### config.mk
export PLATFORM = sky130hd
export DESIGN_NAME = pc_sequencer
export DESIGN_NICKNAME = d
export VERILOG_FILES = /design/src/rtl/pc_sequencer.sv
export SDC_FILE = /design/constraint.sdc
export NUM_CORES = 1
export LEC_CHECK = 0
export BUFFER_PORTS_ARGS = -buffer_cell sky130_fd_sc_hd__buf_2
export CAP_MARGIN = 0
export CORE_MARGIN = 10
export CORE_UTILIZATION = 45
export CTS_CLUSTER_SIZE = 28
export DETAILED_ROUTE_END_ITERATION = 7
export PLACE_DENSITY = 0.7
export SLEW_MARGIN = 20
export SYNTH_ARGS = -nofsm -noshare
export SYNTH_HDL_FRONTEND = slang
export SYNTH_SLANG_ARGS = --single-unit
### constraint.sdc
create_clock -name clk -period 3.6 [get_ports clk]
set_clock_uncertainty 0.1 [all_clocks]
set_input_delay 0.36 -clock clk [delete_from_list [all_inputs] [get_ports clk]]
set_output_delay 0.36 -clock clk [all_outputs]
set_load 0.005 [all_outputs]
### src/rtl/pc_sequencer.sv
// pc_sequencer: fetch/exec/halt program-counter sequencer with call link register and retired-instruction counter
module pc_sequencer #(
  parameter int PC_WIDTH = 32,
  parameter int OFFSET_WIDTH = 26,
  parameter logic [PC_WIDTH-1:0] RESET_PC = '0,
  parameter int CNT_WIDTH = 16
) (
  input  logic                    clk,
  input  logic                    rst,
  input  logic                    fetch_ack,
  input  logic                    valid_jump,
  input  logic [OFFSET_WIDTH-1:0] jump_offset,
  input  logic                    is_call,
  input  logic                    is_return,
  input  logic                    halt,
  input  logic                    resume,
  output logic [PC_WIDTH-1:0]     pc,
  output logic                    fetch_req,
  output logic [PC_WIDTH-1:0]     link_addr,
  output logic [1:0]              state,
  output logic [CNT_WIDTH-1:0]    retired
);
  typedef enum logic [1:0] {FETCH = 2'b00, EXEC = 2'b01, HALT = 2'b10, ILLEGAL = 2'b11} state_t;
  state_t cur, nxt;
  logic [PC_WIDTH-1:0] pc_nxt, link_nxt, pc_inc, disp;
  logic [CNT_WIDTH-1:0] retired_nxt;
  assign pc_inc = pc + PC_WIDTH'(4);
  assign disp = {{(PC_WIDTH-OFFSET_WIDTH){jump_offset[OFFSET_WIDTH-1]}}, jump_offset} << 2;
  assign fetch_req = cur == FETCH;
  assign state = cur;
  always_ff @(posedge clk or posedge rst)
    if (rst) begin
      cur <= FETCH;
      pc <= RESET_PC;
      link_addr <= '0;
      retired <= '0;
    end else begin
      cur <= nxt;
      pc <= pc_nxt;
      link_addr <= link_nxt;
      retired <= retired_nxt;
    end
  always_comb begin
    nxt = cur;
    pc_nxt = pc;
    link_nxt = link_addr;
    retired_nxt = retired;
    case (cur)
      FETCH: nxt = fetch_ack ? EXEC : FETCH;
      EXEC: begin
        retired_nxt = retired + CNT_WIDTH'(1);
        nxt = halt ? HALT : FETCH;
        pc_nxt = halt ? pc : is_return ? link_addr : valid_jump ? pc_inc + disp : pc_inc;
        link_nxt = (!halt && !is_return && valid_jump && is_call) ? pc_inc : link_addr;
      end
      HALT: begin
        nxt = resume ? FETCH : HALT;
        pc_nxt = resume ? pc_inc : pc;
      end
      default: nxt = FETCH;
    endcase
  end
endmodule

Word level (Yosys, flattened, before mapping)
Index checks and enable logic that the tools add are counted.
Cells by class
  add/sub/neg operators: 3
  multiply operators: 0
  div/mod/pow operators: 0
  order comparisons: 0
  equal/unequal tests: 4
  shift-type cells: 0
  muxes and demuxes: 9
  bitwise operators: 0
  reduce and logical (&&, ||, !) cells: 9
Operators by type and width (number)
  two-way mux 32 bit: 4
  case mux 32 bit (2 select lines): 1
  adder 32 x 3 -> 32 bit, second input constant: 1
  adder 32 bit: 1
  adder 16 x 1 -> 16 bit, second input constant: 1
  case mux 2 bit (3 select lines): 1
  two-way mux 2 bit: 2
  inequality test 2 bit, second input constant: 2
  logical AND 1 bit: 3
  AND reduction 3 bit: 1
  equality test 2 x 1 -> 1 bit, second input constant: 1
  equality test 2 bit, second input constant: 1
  logical NOT 1 bit: 2
  logical NOT 2 bit: 1
  AND reduction 2 bit: 1
  nonzero test 2 bit: 1
  two-way mux 1 bit: 1
Storage, ports and cells
  flip-flop bits (word level): 82
  latch bits: 0
  bits in writable memories: 0
  bits in read-only memories: 0
  output and inout port bits: 83
  word-level logic and storage cells: 29
  memories kept: 0

Longest topological paths before layout
Gate-level depths: netlist of run 1.
  word-level depth: 6
  gate-level depth with buffers: 17

Worst setup path before layout of run 1
OpenSTA, ideal clock, no wires.
  path kind: register to register
  from: register pc[7]
  to: register pc[26]
  arrival time: 3.278 ns
  data required time: 3.379 ns
  slack: 0.101 ns
  stages on the path, launching flop included: 15
  buffers on the path: 0
  clock period less this slack: 3.499 ns
  path through: dfrtp_1 > nand4_2 > nor4_4 > and2_1 > nand3_1 > xnor2_1 > ha_1 > and3_1 > and2_0 > a221o_1 > a31o_2 > a211oi_2 > xor2_1 > a21oi_1 > o22a_1
On the way
  longest elaborated chain between the ends: 6
RTL lines
  from (decl): RTL line 17  | output logic [PC_WIDTH-1:0] pc,
  from (signal assigned): RTL line 39  | pc <= pc_nxt;
  adder 32 x 3 -> 32 bit: RTL line 27  | assign pc_inc = pc + PC_WIDTH'(4);
  via pc_inc[20]: RTL line 25  | logic [PC_WIDTH-1:0] pc_nxt, link_nxt, pc_inc, disp;
  adder 32 bit: RTL line 53  | pc_nxt = halt ? pc : is_return ? link_addr : valid_jump ? pc_inc + disp : pc_inc;
  two-way mux 32 bit (3 in a row): RTL line 53
  case mux 32 bit (2 select lines): RTL line 48  | case (cur)
The timed path passes the listed nets, and every way through them passes these cells. The select of a mux whose other input is x is not followed.
A chain may end at the register's enable or synchronous reset.

Worst setup path after layout of run 1
  from: register pc[2]
  to: register pc[26]
Same word-level chain as after synthesis.

==> results of run 1 <==
-- cell usage in the layout, fill, tap and decap left out, types with 6 or more instances in the layout --
master,Yosys,routed
ha_1,37,26
buf_4,2,92
a21o_1,13,13
mux2_2,24,24
a211oi_1,10,8
inv_1,21,20
a21oi_2,0,6
dfrtp_1,82,82
a31oi_1,9,9
clkbuf_16,0,9
o22ai_1,13,13
a221oi_1,8,7
nor3_1,11,10
o21ai_0,37,34
o21ai_1,13,15
nand2_1,79,76
xor2_1,21,20
ha_4,0,6
xnor2_2,1,7
and3_1,12,10
nand4_1,13,13
xnor2_1,46,37
nand3_1,19,16
buf_2,5,116
o221ai_1,6,6
nor2_1,64,58
a21oi_1,61,55
-- layout make-up --
type | instances | area (um2) | share of cell area (%)
Multi-Input combinational cell | 566 | 4150 | 51.5
Clock inverter | 7 | 61.3 | 0.760
Clock buffer | 9 | 225 | 2.79
Tap cell | 176 | 220 | 2.73
Sequential cell | 82 | 2050 | 25.4
Inverter | 21 | 81.3 | 1.01
Timing Repair Buffer | 208 | 1270 | 15.8
-- synth_stat cells, types with 3 or more instances --
| master | n | area [um2] |
|---|---|---|
| o211ai_1 | 4 | 30.0 |
| nand2b_1 | 4 | 25.0 |
| nor3_1 | 11 | 55.1 |
| a221oi_1 | 8 | 70.1 |
| dfrtp_1 | 82 | 2050 |
| ha_1 | 37 | 463 |
| xor2_1 | 21 | 184 |
| a21oi_1 | 61 | 305 |
| inv_1 | 21 | 78.8 |
| a21o_1 | 13 | 97.6 |
| nor2_1 | 64 | 240 |
| clkbuf_1 | 17 | 63.8 |
| xnor2_1 | 46 | 403 |
| nand3_1 | 19 | 95.1 |
| and3_1 | 12 | 75.1 |
| and2_1 | 4 | 25.0 |
| nand4_1 | 13 | 81.3 |
| nand2_1 | 79 | 297 |
| mux2_2 | 24 | 270 |
| o22ai_1 | 13 | 81.3 |
| a31oi_1 | 9 | 56.3 |
| a221o_1 | 3 | 30.0 |
| o31ai_1 | 3 | 22.5 |
| buf_2 | 5 | 25.0 |
| o21ai_1 | 13 | 65.1 |
| a211oi_1 | 10 | 75.1 |
| nor2b_1 | 3 | 18.8 |
| o221ai_1 | 6 | 52.6 |
| o21a_1 | 4 | 30.0 |
| o21ai_0 | 37 | 185 |
| buf_1 | 5 | 18.8 |
| and4_1 | 3 | 26.3 |
-- power breakdown --
| part | internal (mW) | switching (mW) |
|---|---|---|
| clock network | 0.482 | 0.444 |
| logic | 2.02 | 2.21 |
| registers | 1.26 | 0.392 |
| total | 3.76 | 3.04 |
-- kinds of logic after synthesis --
logic type / synth area share, %
multiplexers: 4.79
flip-flops: 33.8
AND/OR/NAND/NOR: 18.1
adder cells (fa/ha/maj): 7.96
XOR/XNOR: 9.94
buffers and inverters: 3.32
AO/OA/AOI/OAI: 22.0
-- critical path: cells and delay by family, from the launching register on --
| family | cells | cell delay [ns] |
|---|---|---|
| fa+ha+maj | 2 | 0.47 |
| buf+inv | 1 | 0.19 |
| xor+xnor | 2 | 0.40 |
| flops | 1 | 0.39 |
| simple gates | 6 | 0.89 |
| compound gates | 5 | 1.06 |
-- stage by stage --
| step | utilization, % | setup WS [ns] | TNS [ns] | hold WS [ns] |
|---|---|---|---|---|
| after floorplan | - | 0.101 | 0 | 0.368 |
| after global placement | 55.9 | 0.0656 | 0 | 0.357 |
| after detailed placement | 55.9 | -0.00288 | -0.00288 | 0.362 |
| after CTS | 58.1 | 0.00245 | 0 | 0.124 |
| after global routing | 60.9 | -0.125 | -0.780 | 0.130 |
| final | 60.9 | -0.0257 | -0.0257 | 0.0566 |
-- sequential cells by signal, summed over array words and instances (netlist names) --
name / cells
pc: 32
link_addr: 32
state: 2
retired: 16
-- per-layer routing --
metal | share of wire [%] | vias to the layer above | GRT usage, %
met3 | 9.4 | 42 | 5.17
met2 | 46 | 330 | 34.6
met5 | 0 | - | 0
met4 | 2.3 | 0 | 7.57
met1 | 43 | 3042 | 29.5
li1 | - | 2925 | -
-- timing repair --
item                       CTS  global route
hold endpoints to repair     0             0
setup buffers                0             5
pin swaps                    1            24
gates resized for setup      0            63
hold buffers                 0             0
setup endpoints to repair    1            17
-- path summary, 6_finish.rpt --
check,slack [ns],endpoint,depth (start not counted),startpoint
max,-0.03,pc[26],16,pc[2]
min,0.06,state[0],2,rst
max reg2reg,-0.03,pc[26],16,pc[2]
min reg2reg,0.36,retired[15],1,retired[15]
max in group asynchronous,2.65,link_addr[28],3,rst
min in group clk,0.13,state[0],2,fetch_ack
==> impl_results.md, run 1 <==
* Run status: finished with violations
* Failing checks: negative setup slack
* Via Count at 6339
* Largest net degree at the start of global routing at 60
* Seq/Total Area, Yosys at 33.8%
* CP max stage delay at 0.39 ns
* RSZ-0062 raised after global routing: yes
* Ys flop type: dfrtp_1
* Mapped Area at 6060 um2
* Synth warn at 0
* CP arrival at 3.79 ns
* Final wirelength at 21.3 mm
* Worst-path cell chain: ha_2 -> nand2_4 -> nor4_4 -> buf_4 -> and2_4 -> nand3_4 -> xnor2_4 -> ha_4 -> and3_4 -> and2_4 -> a221o_1 -> a31o_4 -> a211oi_2 -> xor2_1 -> a21oi_1 -> o22a_1
* Critical Path Start Type: register
* DP Cell Count at 1048
* Iteration-0 DRC Markers at 576
* Share of cells above drive strength 1 at 35.7%
* Die Footprint at 18500 um2
* Vias per cell at 5.93
* Slew Viols, Final at 0
* Area after DPL at 7400 um2
* Max Cap Violations at 0
* Detailed Place HPWL at 15.6 mm
* Max Clock Freq at 276 MHz
* Post-Syn Nets at 770
* I/O pins at 117
* Number of global-route vias before repair at 6124
* Clock sinks at 82
* Layout area overhead at 33.0%
* Final setup violation count at 1
* PortBufs at 116
* Rows at 42
* Worst-path fanout max at 5
* Final hold viol count at 0
* GR Util All Layers at 22.2%
* Drc violations at 0
* VDD IR max at 0.321 mV
* Clock Pin Slew Worst Setup and Hold Paths at 0.07 ns
* Yosys reg bits at 82
* Worst path slowest cell: dfrtp_1
* Final instance area at 8070 um2
* CTS tree: yes
* Syn Area/Cell at 8.69 um2
* Critical Path RT at 3.76 ns
* CTS Buf Count at 9
* Clock latency at the later pin of the worst-skew pair at 0.37 ns
* Power Dens Cells at 844 nW/um2
* Overall power at 6.81 mW
* First-pass GRT wire length at 32.6 mm
* Kind of critical path: reg -> reg
* DR WL/cell at 19.9 um
* GPL Wtd Cong at 1.00
* Non-Filler Instances at 1069
* Gate Count Post-Synth at 698
* Die extent in x at 136 um
* Worst-margin pin slew at 0.843 ns
* Clock root cell: clkbuf_16
* Crit. End Element: register
* # H-tree levels at 3
* Post-synth EDFFs at 0
* ANT cells at 0
* Async SR Flop Fraction at 100%
* Core area at 13200 um2
* Max clock buf depth at 2
* Die Ht at 136 um
* Leak at 3.87 nW
* Fin worst setup slack at -0.0257 ns
* Cell variety after synth at 68
* Final Cycle Share at 101%
* Fill count at 1192
* Initial antenna violation count at 0
* Slew HR at 43.8%
* Tmin final at 3.63 ns
* Fin nets at 960
* Routed Antenna Nets at 0
* Critical Path Most Common Cell: and2_4
* GRT overflow at 0
* Hold Crit Class: in -> async
* Initial Util at 45.8%
* Initial DRT Pass Iterations at 5
Note: power is estimated with default switching activity, not from simulation.
==> inputs of run 2 (changes only) <==
CTS_BUF_LIST = sky130_fd_sc_hd__clkbuf_4   (was unset)
==> run 2 against run 1 <==
The flow still finishes with violations (negative setup slack). Worst hold slack lost 0.019 ns. Register-to-register slack worse by 0.05 ns. Core utilization down 0.22 points. First-iteration DRC count fell by 2.3%. Non-clock buffer count grew 7. Critical path depth stayed put. Die area stayed put. Wire length down 0.12%. Maximum frequency decreased by 1.2%. Sequential power barely moved. Via count is 0.60% higher. Largest power group unchanged.
==> impl_results.md, run 2 (synthesis results as in run 1) <==
* Fin worst setup slack at -0.0714 ns
* Die Footprint at 18500 um2
* Number of global-route vias before repair at 6084
* Rows at 42
* Clock Pin Slew Worst Setup and Hold Paths at 0.17 ns
* Max Cap Violations at 0
* First-pass GRT wire length at 32.4 mm
* WHS at 0.0374 ns
* RSZ-0062 raised after global routing: yes
* CTS Buf Count at 9
* Routed Antenna Nets at 0
* Final Cycle Share at 102%
* Failing checks: negative setup slack
* Setup TNS at -0.0776 ns
* # H-tree levels at 3
* Leak at 3.84 nW
* Initial DRT Pass Iterations at 5
* I/O pins at 117
* Drc violations at 0
* Final hold viol count at 0
* Worst path slowest cell: dfrtp_1
* Crit path from: pc[3]
* Worst-path cell chain: ha_2 -> nand2_4 -> nor4_4 -> buf_4 -> and2_4 -> nand3_4 -> xnor2_4 -> ha_4 -> and3_4 -> and2_4 -> a221o_1 -> a31o_4 -> a211oi_2 -> xor2_1 -> a21oi_1 -> o22a_1
* CP arrival at 4.00 ns
* Final wirelength at 21.3 mm
* Slew HR at 43.4%
* Buf+Inv Stages, Crit Path at 1
* Initial antenna violation count at 2
* Run status: finished with violations
* Layout area overhead at 32.5%
* Hold Startpoint: resume
* Largest net degree at the start of global routing at 60
* R2R setup slack at -0.07 ns
* Die Ht at 136 um
* Crit-path leading delay family: compound AO/OA/AOI/OAI gates
* Critical Path RT at 3.93 ns
* Clock root cell: clkbuf_4
* Vias per cell at 5.92
* Max clock buf depth at 2
* Initial Util at 45.8%
* DR WL/cell at 19.7 um
* CTS tree: yes
* Clock latency at the later pin of the worst-skew pair at 0.51 ns
* Iteration-0 DRC Markers at 563
* Core area at 13200 um2
* GPL Wtd Cong at 1.00
* VDD IR max at 0.339 mV
* Slew Viols, Final at 0
* Largest registers: link_addr: 32 flops, pc: 32 flops, retired: 16 flops
* Detailed Place HPWL at 15.6 mm
* Fin nets at 967
* Worst-path fanout max at 5
* Tmin final at 3.67 ns
* Max Clock Freq at 272 MHz
* Commonest non-fill, non-tap cell in the layout: buf_2
* Clock sinks at 82
* Crit. End Element: register
* Critical Path Most Common Cell: and2_4
* Fill count at 1207
* Worst R2R Start: pc[3]
* Kind of critical path: reg -> reg
* Worst-margin pin slew at 0.849 ns
* Hold Crit Class: in -> reg
* Final setup violation count at 2
* Pre-CTS WS at -0.00288 ns
* Via Count at 6377
* GR Util All Layers at 22.0%
* Die extent in x at 136 um
* Share of cells above drive strength 1 at 36.6%
* GRT overflow at 0
* Power Dens Cells at 811 nW/um2
* CP max stage delay at 0.46 ns
* Most frequent cells in the layout: buf_2, buf_4, dfrtp_1, nand2_1, nor2_1
* PortBufs at 116
* Final Util at 60.7%
* Critical Path Start Type: register
-- run 2: cell types whose count changed in the layout (fill, tap and decap cells not counted), moves of 2 or more --
cell,change
buf_4,+4
clkbuf_16,-9
clkbuf_4,+9
diode_2,+2
dlygate4sd3_1,+3
ha_1,-2
ha_4,+3
nand3_2,-2
-- run 2: path summary, 6_finish.rpt --
check	cells after the start	endpoint
max	16	pc[26]
min	2	state[1]
max reg2reg	16	pc[26]
min reg2reg	1	retired[15]
max in group asynchronous	4	link_addr[1]
min in group asynchronous	3	pc[25]
-- run 2: cell type report --
class | instances | area (um2) | area share [%]
antenna | 2 | 5.00 | 0.0623
clock buffer | 9 | 67.6 | 0.841
tap | 176 | 220 | 2.74
clock inverter | 7 | 61.3 | 0.763
sequential | 82 | 2050 | 25.5
inverter | 21 | 81.3 | 1.01
timing repair buffer | 215 | 1330 | 16.6
multi-input combinational | 566 | 4220 | 52.5
-- run 2: routing by layer --
| metal | share of wire, % | wire, um | vias up | GRT usage [%] |
|---|---|---|---|---|
| met4 | 1.9 | 412 | 0 | 7.16 |
| li1 | - | - | 2928 | - |
| met5 | 0 | 0 | - | 0 |
| met1 | 44 | 9280 | 3107 | 29.3 |
| met2 | 46 | 9780 | 306 | 34.5 |
| met3 | 8.4 | 1790 | 36 | 5.06 |
-- run 2: timing repair --
action                                  CTS  global route
hold buffers                              3             0
hold endpoints to repair                  6             0
buffers inserted                          0             9
endpoints found under the setup margin    1            17
pin swaps                                 1            28
resized for setup                         0            74
-- run 2: power by group --
part           switching (mW)  internal (mW)
clock network           0.401          0.156
logic                    2.23           2.08
registers               0.391           1.26
total                    3.02           3.49
-- run 2: per-stage QoR --
stage               cells  power (mW)  instance area [um2]
detailed placement   1048        5.48                 7400
CTS                  1067        6.05                 7560
finish               1078        6.51                 8040
floorplan             698        3.90                 6060
global route         1078        6.99                 8040
global placement     1048        5.42                 7400
==> inputs of run 3 (changes only) <==
PLACE_DENSITY = 0.74   (was 0.7)
SKIP_LAST_GASP = 1   (was unset)
==> run 3 against run 2 <==
The run still ends with negative setup slack left. Non-clock buffer count did not move. Core utilization fell by 0.18 points. Wire length fell by 2.2%. Combinational power barely moved. Largest power group unchanged. Clock power fell by 5.9%. Count of clock-buffer cells in the layout did not move. Register-to-register slack got worse by 0.06 ns. Die area did not move. Global-route usage fell by 0.36 points. First-iteration DRC count rose by 14%. Maximum frequency fell by 1.7%.
==> impl_results.md, run 3 (synthesis results as in run 1) <==
* CTS tree: yes
* Layout area overhead at 32.1%
* CP arrival at 4.03 ns
* # H-tree levels at 3
* Core area at 13200 um2
* Final Util at 60.5%
* Clock latency at the later pin of the worst-skew pair at 0.49 ns
* PortBufs at 116
* Worst-path cell chain: ha_2 -> nand2_4 -> nor4_4 -> and2_4 -> nand3_4 -> xnor2_2 -> ha_1 -> and3_4 -> and2_4 -> a221o_1 -> a31o_4 -> a211oi_2 -> xor2_1 -> a21oi_1 -> o22a_1
* Largest registers: link_addr: 32 flops, pc: 32 flops, retired: 16 flops
* Max Clock Freq at 268 MHz
* Overall power at 6.52 mW
* CTS Buf Count at 9
* Leak at 3.84 nW
* Largest net degree at the start of global routing at 56
* Critical Path Most Common Cell: and2_4
* Most frequent cells in the layout: buf_2, buf_4, dfrtp_1, nand2_1, nor2_1
* Die Footprint at 18500 um2
* VDD IR max at 0.271 mV
* I/O pins at 117
* Die extent in x at 136 um
* Crit path from: pc[3]
* Max clock buf depth at 2
* WHS at 0.0495 ns
* Power Dens Cells at 813 nW/um2
* Via Count at 6258
* Slew Viols, Final at 0
* CP max stage delay at 0.45 ns
* Initial DRT Pass Iterations at 8
* GPL Wtd Cong at 0.981
* Worst path slowest cell: dfrtp_1
* Routed Antenna Nets at 0
* Failing checks: negative setup slack
* Drc violations at 0
* Final Cycle Share at 104%
* Worst R2R Start: pc[3]
* GR Util All Layers at 21.6%
* Detailed Place HPWL at 15.3 mm
* Kind of critical path: reg -> reg
* Area of the multi-input gates at 4200 um2
* Number of global-route vias before repair at 5920
* Critical Path Start Type: register
* Initial antenna violation count at 1
* Final wirelength at 20.8 mm
* Run status: finished with violations
* RSZ-0062 raised after global routing: yes
* Critical Path RT at 3.89 ns
* Register area at 2050 um2
* Iteration-0 DRC Markers at 643
* Slew HR at 32.5%
* Vias per cell at 5.81
* Fin nets at 967
* Fin worst setup slack at -0.136 ns
* Rows at 42
* Fill count at 1172
* DP Cell Count at 1036
* Crit. End Element: register
* Non-Filler Instances at 1077
* Die Ht at 136 um
* Tmin final at 3.74 ns
* Initial Util at 45.8%
* Clock sinks at 82
* First-pass GRT wire length at 31.9 mm
* Final hold viol count at 0
* Share of cells above drive strength 1 at 36.2%
* Final setup violation count at 5
* Worst-margin pin slew at 1.01 ns
* Clock Pin Slew Worst Setup and Hold Paths at 0.15 ns
* Worst-path fanout max at 4
* Hold Crit Class: in -> reg
* GRT overflow at 0
* Clock root cell: clkbuf_4
* DR WL/cell at 19.3 um
* Commonest non-fill, non-tap cell in the layout: buf_2
* Max Cap Violations at 0
* Hold Startpoint: resume
## run 3: cell types whose count changed in the layout (fill, tap and decap cells not counted), moves of 2 or more
cell / change
ha_1: +4
ha_4: -3
nand2_1: -2
nor2_1: +2
nor2_2: -3
## run 3: critical path, delay by kind of cell (launching register included)
| family | cells | cell delay (ns) |
|---|---|---|
| AO/OA/AOI/OAI | 5 | 1.05 |
| AND/OR/NAND/NOR | 6 | 1.14 |
| flip-flops | 1 | 0.45 |
| adder cells (fa/ha/maj) | 2 | 0.58 |
| XOR/XNOR | 2 | 0.32 |
## run 3: routing by layer
layer,vias to the layer above,part of all wire [%],GRT usage [%]
li1,2922,-,-
met1,2935,41,28.8
met2,350,46,33.5
met3,51,10,4.83
met4,0,2.9,8.17
met5,-,0,0
## run 3: path summary, 6_finish.rpt
kind,endpoint,slack [ns],depth (start not counted)
setup / recovery,pc[26],-0.14,15
hold / removal,state[1],0.05,2
setup reg to reg,pc[26],-0.14,15
hold reg to reg,retired[15],0.39,1
max in group asynchronous,pc[0],2.13,4
min in group asynchronous,link_addr[3],0.51,3
## run 3: power breakdown
group	total, mW	leakage (nW)	internal, mW	switching (mW)
clock	0.524	0.0659	0.148	0.376
combinational	4.33	2.73	2.08	2.26
sequential	1.66	1.04	1.26	0.400
total	6.52	3.84	3.48	3.03
## run 3: area by class of cell
cell class | count | share of cell area (%)
Tap cell | 176 | 2.75
Sequential cell | 82 | 25.6
Antenna cell | 1 | 0.0312
Clock inverter | 7 | 0.671
Inverter | 21 | 0.999
Clock buffer | 9 | 0.843
Multi-Input combinational cell | 566 | 52.5
Timing Repair Buffer | 215 | 16.6
## run 3: stage by stage
stage | setup slack [ns] | cell area [um2] | TNS, ns
floorplan | 0.101 | 6060 | 0
global placement | 0.00362 | 7310 | 0
detailed placement | -0.0393 | 7310 | -0.0393
CTS | 0.0106 | 7480 | 0
global route | -0.266 | 8010 | -1.48
finish | -0.136 | 8010 | -0.421
## run 3: timing repair
| item | CTS | global route |
|---|---|---|
| gates cloned | 0 | 0 |
| pin swaps | 0 | 41 |
| buffers inserted | 0 | 21 |
| endpoints found under the setup margin | 1 | 15 |
| hold buffers | 3 | 0 |
| hold endpoints to repair | 55 | 0 |
| gates resized for setup | 2 | 73 |
